**config.mk**
```make
export PLATFORM = sky130hd
export DESIGN_NAME = ps2_key_fifo_rx
export DESIGN_NICKNAME = d
export VERILOG_FILES = /design/src/rtl/ps2_key_fifo_rx_pkg.sv /design/src/rtl/ps2_key_fifo_rx_event_fifo.sv /design/src/rtl/ps2_key_fifo_rx.sv
export SDC_FILE = /design/constraint.sdc
export NUM_CORES = 1
export LEC_CHECK = 0
export CAP_MARGIN = 25
export CORE_MARGIN = 3
export CORE_UTILIZATION = 45
export DETAILED_ROUTE_END_ITERATION = 7
export PLACE_DENSITY = 0.66
export SLEW_MARGIN = 5
export SYNTH_ARGS = -nofsm -noshare
export SYNTH_HDL_FRONTEND = slang
export SYNTH_SLANG_ARGS = --single-unit
export TNS_END_PERCENT = 100
```
**constraint.sdc**
```tcl
create_clock -name clk -period 4.7 [get_ports clk]
set_input_delay 0.94 -clock clk [delete_from_list [all_inputs] [get_ports clk]]
set_output_delay 0.94 -clock clk [all_outputs]
set_load 0.02 [all_outputs]
```
**src/rtl/ps2_key_fifo_rx_pkg.sv**
```systemverilog
// Shared types and constants for the PS/2 key receiver: prefix and key codes,
// the queued event layout and the frame FSM state encoding.
package ps2_pkg;

  localparam logic [7:0] PS2_EXT   = 8'hE0;
  localparam logic [7:0] PS2_BRK   = 8'hF0;

  localparam logic [7:0] KEY_F     = 8'h2B;
  localparam logic [7:0] KEY_H     = 8'h33;
  localparam logic [7:0] KEY_T     = 8'h2C;
  localparam logic [7:0] KEY_UP    = 8'h75;
  localparam logic [7:0] KEY_RIGHT = 8'h74;
  localparam logic [7:0] KEY_LEFT  = 8'h6B;
  localparam logic [7:0] KEY_DOWN  = 8'h72;
  localparam logic [7:0] KEY_ESC   = 8'h76;

  typedef struct packed {
    logic       ext;
    logic       brk;
    logic [7:0] code;
  } ps2_event_t;

  typedef enum logic [1:0] {
    ST_IDLE,
    ST_DATA,
    ST_CHECK
  } frame_state_t;

  // Keys the front panel actually acts on.
  function automatic logic key_allowed(input logic [7:0] code);
    case (code)
      KEY_F, KEY_H, KEY_T, KEY_UP, KEY_RIGHT, KEY_LEFT, KEY_DOWN, KEY_ESC:
        key_allowed = 1'b1;
      default:
        key_allowed = 1'b0;
    endcase
  endfunction

endpackage

```
**src/rtl/ps2_key_fifo_rx_event_fifo.sv**
```systemverilog
// Generic show-ahead FIFO: head is valid whenever not empty, pop advances it.
// Push while full succeeds only when a pop happens in the same cycle.
module ps2_event_fifo #(
  parameter int DEPTH = 8,
  parameter int WIDTH = 10
) (
  input  logic                   clk,
  input  logic                   reset,
  input  logic                   push,
  input  logic [WIDTH-1:0]       push_data,
  input  logic                   pop,
  output logic [WIDTH-1:0]       head,
  output logic                   full,
  output logic                   empty,
  output logic [$clog2(DEPTH):0] count
);

  localparam int AW = $clog2(DEPTH);
  localparam logic [AW:0] FULL_CNT = (AW+1)'(DEPTH);
  localparam logic [AW:0] CNT_ONE  = (AW+1)'(1);
  localparam logic [AW-1:0] PTR_ONE = AW'(1);

  logic [WIDTH-1:0] mem [DEPTH];
  logic [AW-1:0]    wr_ptr;
  logic [AW-1:0]    rd_ptr;
  logic             do_push;
  logic             do_pop;

  assign empty   = (count == '0);
  assign full    = (count == FULL_CNT);
  assign do_pop  = pop & ~empty;
  assign do_push = push & (~full | do_pop);
  assign head    = mem[rd_ptr];

  always_ff @(posedge clk) begin
    if (do_push) mem[wr_ptr] <= push_data;
  end

  always_ff @(posedge clk or posedge reset) begin
    if (reset) begin
      wr_ptr <= '0;
      rd_ptr <= '0;
      count  <= '0;
    end else begin
      if (do_push) wr_ptr <= wr_ptr + PTR_ONE;
      if (do_pop)  rd_ptr <= rd_ptr + PTR_ONE;
      case ({do_push, do_pop})
        2'b10:   count <= count + CNT_ONE;
        2'b01:   count <= count - CNT_ONE;
        default: count <= count;
      endcase
    end
  end

endmodule

```
**src/rtl/ps2_key_fifo_rx.sv**
```systemverilog
// PS/2 keyboard receiver: deglitch, deframe, E0/F0 prefix decode, event FIFO.
// Define KEY_FILTER_EN to queue only the front-panel keys (F, H, T, arrows, ESC).
module ps2_key_fifo_rx
  import ps2_pkg::*;
#(
  parameter int FILTER_LEN  = 8,
  parameter int DEPTH       = 8,
  parameter int TIMEOUT_CYC = 100000
) (
  input  logic                   clk,
  input  logic                   reset,
  input  logic                   ps2c,
  input  logic                   ps2d,
  input  logic                   rx_en,
  input  logic                   rd_en,
  input  logic                   clr_err,
  output logic [7:0]             key_code,
  output logic                   key_ext,
  output logic                   key_break,
  output logic                   key_valid,
  output logic [$clog2(DEPTH):0] fifo_count,
  output logic                   overflow,
  output logic                   frame_err
);

  localparam int TW = $clog2(TIMEOUT_CYC + 1);
  localparam logic [TW-1:0] TMR_LOAD = TW'(TIMEOUT_CYC - 1);
  localparam logic [TW-1:0] TMR_ONE  = TW'(1);

  logic [1:0]            c_sync;
  logic [1:0]            d_sync;
  logic [FILTER_LEN-1:0] filt_sr;
  logic                  filt_c;
  logic                  fall_edge;

  always_ff @(posedge clk or posedge reset) begin
    if (reset) begin
      c_sync    <= '1;
      d_sync    <= '1;
      filt_sr   <= '1;
      filt_c    <= 1'b1;
      fall_edge <= 1'b0;
    end else begin
      c_sync    <= {c_sync[0], ps2c};
      d_sync    <= {d_sync[0], ps2d};
      filt_sr   <= {filt_sr[FILTER_LEN-2:0], c_sync[1]};
      fall_edge <= 1'b0;
      if (&filt_sr) begin
        filt_c <= 1'b1;
      end else if (~|filt_sr) begin
        filt_c    <= 1'b0;
        fall_edge <= filt_c;
      end
    end
  end

  frame_state_t  state;
  logic [10:0]   frame_sr;
  logic [3:0]    bit_cnt;
  logic [TW-1:0] tmr;
  logic          ext_pend;
  logic          brk_pend;
  logic [7:0]    rx_byte;
  logic          frame_ok;
  logic          is_prefix;
  logic          key_pass;
  logic          push;
  logic          timeout;
  logic          check_bad;

  // frame_sr fills from the top, so after 11 bits [0]=start, [10]=stop.
  assign rx_byte   = frame_sr[8:1];
  assign frame_ok  = ~frame_sr[0] & frame_sr[10] & (^frame_sr[9:1]);
  assign is_prefix = (rx_byte == PS2_EXT) || (rx_byte == PS2_BRK);
`ifdef KEY_FILTER_EN
  assign key_pass  = key_allowed(rx_byte);
`else
  assign key_pass  = 1'b1;
`endif
  assign push      = (state == ST_CHECK) & frame_ok & ~is_prefix & key_pass;
  assign check_bad = (state == ST_CHECK) & ~frame_ok;
  assign timeout   = (state == ST_DATA) & ~fall_edge & (tmr == '0);

  always_ff @(posedge clk or posedge reset) begin
    if (reset) begin
      state    <= ST_IDLE;
      frame_sr <= '0;
      bit_cnt  <= '0;
      tmr      <= '0;
      ext_pend <= 1'b0;
      brk_pend <= 1'b0;
    end else begin
      case (state)
        ST_IDLE: begin
          if (fall_edge && rx_en) begin
            frame_sr <= {d_sync[1], frame_sr[10:1]};
            bit_cnt  <= 4'd1;
            tmr      <= TMR_LOAD;
            state    <= ST_DATA;
          end
        end
        ST_DATA: begin
          if (fall_edge) begin
            frame_sr <= {d_sync[1], frame_sr[10:1]};
            bit_cnt  <= bit_cnt + 4'd1;
            tmr      <= TMR_LOAD;
            if (bit_cnt == 4'd10) state <= ST_CHECK;
          end else if (tmr == '0) begin
            state <= ST_IDLE;
          end else begin
            tmr <= tmr - TMR_ONE;
          end
        end
        ST_CHECK: begin
          state <= ST_IDLE;
          if (frame_ok && rx_byte == PS2_EXT) begin
            ext_pend <= 1'b1;
          end else if (frame_ok && rx_byte == PS2_BRK) begin
            brk_pend <= 1'b1;
          end else begin
            ext_pend <= 1'b0;
            brk_pend <= 1'b0;
          end
        end
        default: state <= ST_IDLE;
      endcase
    end
  end

  ps2_event_t push_evt;
  ps2_event_t head_evt;
  logic [9:0] head_raw;
  logic       fifo_full;
  logic       fifo_empty;

  assign push_evt = '{ext: ext_pend, brk: brk_pend, code: rx_byte};
  assign head_evt = ps2_event_t'(head_raw);

  ps2_event_fifo #(
    .DEPTH (DEPTH),
    .WIDTH (10)
  ) u_fifo (
    .clk       (clk),
    .reset     (reset),
    .push      (push),
    .push_data (push_evt),
    .pop       (rd_en),
    .head      (head_raw),
    .full      (fifo_full),
    .empty     (fifo_empty),
    .count     (fifo_count)
  );

  assign key_valid = ~fifo_empty;
  assign key_code  = fifo_empty ? 8'h00 : head_evt.code;
  assign key_ext   = fifo_empty ? 1'b0  : head_evt.ext;
  assign key_break = fifo_empty ? 1'b0  : head_evt.brk;

  // A new error in the clr_err cycle keeps the flag set.
  always_ff @(posedge clk or posedge reset) begin
    if (reset) begin
      overflow  <= 1'b0;
      frame_err <= 1'b0;
    end else begin
      if (push && fifo_full && !rd_en) overflow <= 1'b1;
      else if (clr_err)                overflow <= 1'b0;
      if (timeout || check_bad)        frame_err <= 1'b1;
      else if (clr_err)                frame_err <= 1'b0;
    end
  end

endmodule

```
==> metrics.md <==
| Metric | Value |
|---|---|
| CP cell instances | `buf_4 -> mux4_2 -> mux2i_1 -> nor2_1 -> clkdlybuf4s50_1` |
| Post-DP HPWL | `7020 µm` |
| CTS buffer count | `17` |
| CTS resizes | `0` |
| Wire per inst | `16.5 µm` |
| DIE AREA | `14800 µm²` |
| Max-slew violations | `0` |
| Clk slew on worst S/H paths | `60 ps` |
| Vias in the first global route | `3509` |
| # fillers | `1030` |
| Area leader, netlist | `edfxtp_1` |
| Minimum clock period | `3720 ps` |
| Setup CP Type | `flip-flop to primary output` |
| Max-slew headroom | `43.0%` |
| Synth cell types | `51` |
| Global-route wire length before repair | `18000 µm` |
| Worst Skew | `7.98 ps` |
| Clock sinks | `142` |
| I/O Pins | `24` |
| Crit path max fanout | `12` |
| Min setup slack post-route | `977 ps` |
| Num rows | `41` |
| RSZ-0062 raised after global routing | `no` |
| Buf+Inv Stages, Crit Path | `2` |
| Overall global routing resource usage | `16.1%` |
| Post-Syn Nets | `446` |
| Total grt overflow | `0` |
| Non-Filler Instances | `648` |
| Slew @ Worst Pin | `856 ps` |
| DRC Markers | `0` |
| Post-Syn Area per Cell | `14.2 µm²` |
| # hold bufs at CTS | `0` |
| Root Driver | `clkbuf_16` |
| Yosys warning count | `0` |
| Post-synth ARST share | `43.7%` |
| Width of the chip | `122 µm` |
| Placeable core region | `12900 µm²` |
| DP Cell Count | `615` |
| CP max stage delay | `720 ps` |
| Post-synth top area share | `39.9%` |
| Worst vdd ir | `0.245 mV` |
| Crit path capture type | `primary output` |
| Drt first pass iters | `5` |
| I/O Buffers | `23` |
| FF+latch count, synth | `142` |
| Vias per std cell | `5.27` |
| CP Data Required Time | `3760 ps` |
| Chip height | `122 µm` |
| Fin. Hold Viols | `0` |
| GP Congestion | `0.816` |
| CP max stage cell | `dfrtp_1` |
| Drt initial violations | `290` |
| Power Density | `491 nW/µm²` |
| Pin count of the biggest net entering global routing | `35` |
| Nets | `484` |
| Leak Pwr | `2.69 nW` |
| Crit path DAT | `2780 ps` |
| Share of cells above drive strength 1 | `17.9%` |
| Antenna violations before repair | `0` |
| Post-Syn Instances | `425` |
| EDFF count, synth | `80` |
| Worst hold path type | `flip-flop to flip-flop` |
| Startpoint types | `flip-flop` |
| N_diodes | `0` |
| Syn Std Cell Area | `6030 µm²` |
| Final setup viols | `0` |
| Starting Density | `46.8%` |
| Family with the most delay on the worst path | `buffers and inverters` |
| Fin crit share | `79.2%` |
| Seq/Total Area, Yosys | `65.9%` |
| Final ANT Viol Nets | `0` |
| Vias | `3413` |
| Ys flop type | `edfxtp_1` |
| Longest Clk Path Bufs | `2` |
| Area contributors post-synth | `edfxtp_1, dfrtp_1, mux4_2` |
| CTS tree | `done` |
| Place WS | `1330 ps` |
| Fmax | `269 MHz` |
| Drt total wl | `10700 µm` |
| Postcts setup bufs | `0` |
| H-tree lvl count | `4` |
| Final setup TNS | `0 ps` |
| Area grow syn2layout | `17.3%` |
| Status | `finished clean` |
| Maxcap violations | `0` |
| Clock Latency Late Sink | `410 ps` |
metal layers:
| layer | vias to the layer above | GRT usage, % | part of all wire [%] | wire [µm] |
|---|---|---|---|---|
| met5 | - | 0 | 0 | 0 |
| met4 | 0 | 6.37 | 1.6 | 172 |
| met3 | 13 | 3.81 | 2.7 | 294 |
| met2 | 55 | 25.9 | 50 | 5300 |
| met1 | 1697 | 21.3 | 46 | 4930 |
| li1 | 1648 | - | - | - |
layout by cell type (no fill, tap or decap), types with 2 or more instances in the layout:
| master | count |
|---|---|
| a21oi_1 | 11 |
| a22o_1 | 2 |
| and2_1 | 2 |
| and3_1 | 3 |
| buf_4 | 12 |
| clkbuf_1 | 3 |
| clkbuf_16 | 17 |
| clkdlybuf4s50_1 | 23 |
| clkinv_2 | 2 |
| clkinv_4 | 5 |
| dfrtp_1 | 49 |
| dfstp_2 | 13 |
| edfxtp_1 | 80 |
| ha_1 | 13 |
| inv_1 | 15 |
| inv_2 | 2 |
| inv_6 | 2 |
| mux2_2 | 2 |
| mux2i_1 | 13 |
| mux4_2 | 20 |
| nand2_1 | 46 |
| nand2b_1 | 4 |
| nand3_1 | 4 |
| nand4_1 | 12 |
| nor2_1 | 30 |
| nor2b_1 | 3 |
| nor3_1 | 10 |
| nor3b_1 | 3 |
| nor4_1 | 5 |
| nor4_2 | 2 |
| nor4b_1 | 2 |
| o211ai_1 | 2 |
| o21a_1 | 2 |
| o21ai_0 | 13 |
| o21ai_1 | 2 |
| or3_1 | 6 |
| xnor2_1 | 7 |
| xor2_1 | 12 |
flip-flops by register name, indices dropped and copies added (netlist names), 3 cells and up:
| register | cells |
|---|---|
| filt_sr | 8 |
| u_fifo.wr_ptr | 3 |
| bit_cnt | 4 |
| u_fifo.rd_ptr | 3 |
| tmr | 17 |
| frame_sr | 11 |
| u_fifo.count | 4 |
| u_fifo.mem | 80 |
path summary, 6_finish.rpt:
path                                  start         endpoint  slack (ps)  cells past startpoint
min in group asynchronous             reset         overflow         960                      2
max in group asynchronous             reset           tmr[2]        2900                      3
min reg2reg                       c_sync[0]        c_sync[1]         360                      0
max                        u_fifo.rd_ptr[0]      key_code[5]         980                      5
max reg2reg                     frame_sr[7]  u_fifo.count[3]        1510                     11
min                               c_sync[0]        c_sync[1]         360                      0
report_power, final:
group	internal [mW]	total [mW]	switching [mW]
combinational	0.429	0.761	0.332
sequential	1.35	1.48	0.125
clock	0.730	1.23	0.503
total	2.51	3.47	0.960
layout make-up:
cell class | instances | area, µm² | area share, %
timing repair buffer | 35 | 320 | 4.53
tap | 172 | 215 | 3.05
sequential | 142 | 3970 | 56.2
multi-input combinational | 250 | 1950 | 27.5
inverter | 17 | 63.8 | 0.903
clock buffer | 20 | 437 | 6.18
clock inverter | 12 | 114 | 1.61
cells by family after synthesis:
| family | Yosys count | synth area share (%) |
|---|---|---|
| muxes | 36 | 10.2 |
| xor gates and xnor gates | 20 | 3.13 |
| adders and majority gates | 14 | 3.03 |
| DFF | 142 | 65.9 |
| AOI/OAI and AO/OA | 40 | 4.01 |
| and+or+nand+nor | 140 | 11.6 |
| buffers and inverters | 33 | 2.14 |
worst reg2reg max path, stage by stage, from the launching register on:
cell and delay (ps):
dfrtp_1 490, ha_1 360, xnor3_1 350, xnor2_1 220, o21ai_0 440, inv_1 150, ha_1 300, a21o_1 110
a21oi_1 70, or3_1 300, mux2i_1 180, xor2_1 160
cell usage after synthesis (2+ instances only):
| cell type | instances |
|---|---|
| a21oi_1 | 11 |
| a22o_1 | 2 |
| and2_1 | 2 |
| and3_1 | 3 |
| buf_2 | 4 |
| clkbuf_1 | 11 |
| dfrtp_1 | 49 |
| dfstp_2 | 13 |
| edfxtp_1 | 80 |
| ha_1 | 13 |
| inv_1 | 16 |
| mux2_2 | 2 |
| mux2i_1 | 13 |
| mux4_2 | 20 |
| nand2_1 | 46 |
| nand2b_1 | 4 |
| nand3_1 | 4 |
| nand4_1 | 12 |
| nor2_1 | 30 |
| nor2b_1 | 3 |
| nor3_1 | 10 |
| nor3b_1 | 3 |
| nor4_1 | 7 |
| nor4b_1 | 3 |
| o211ai_1 | 2 |
| o21a_1 | 2 |
| o21ai_0 | 13 |
| o21ai_1 | 2 |
| or3_1 | 6 |
| xnor2_1 | 7 |
| xor2_1 | 12 |
metrics by stage:
step           cell area (µm²)  total power, mW  util [%]  hold slack [ps]
6_report                  7070             3.47      54.9              357
3_5_place_dp              6510             2.28      50.5              348
2_1_floorplan             6030             2.00         -              345
5_1_grt                   7070             3.63      54.9              363
4_1_cts                   7060             3.52      54.8              358
3_3_place_gp              6510             2.27      50.5              348
No activity file was read; power rests on OpenSTA's default activity.
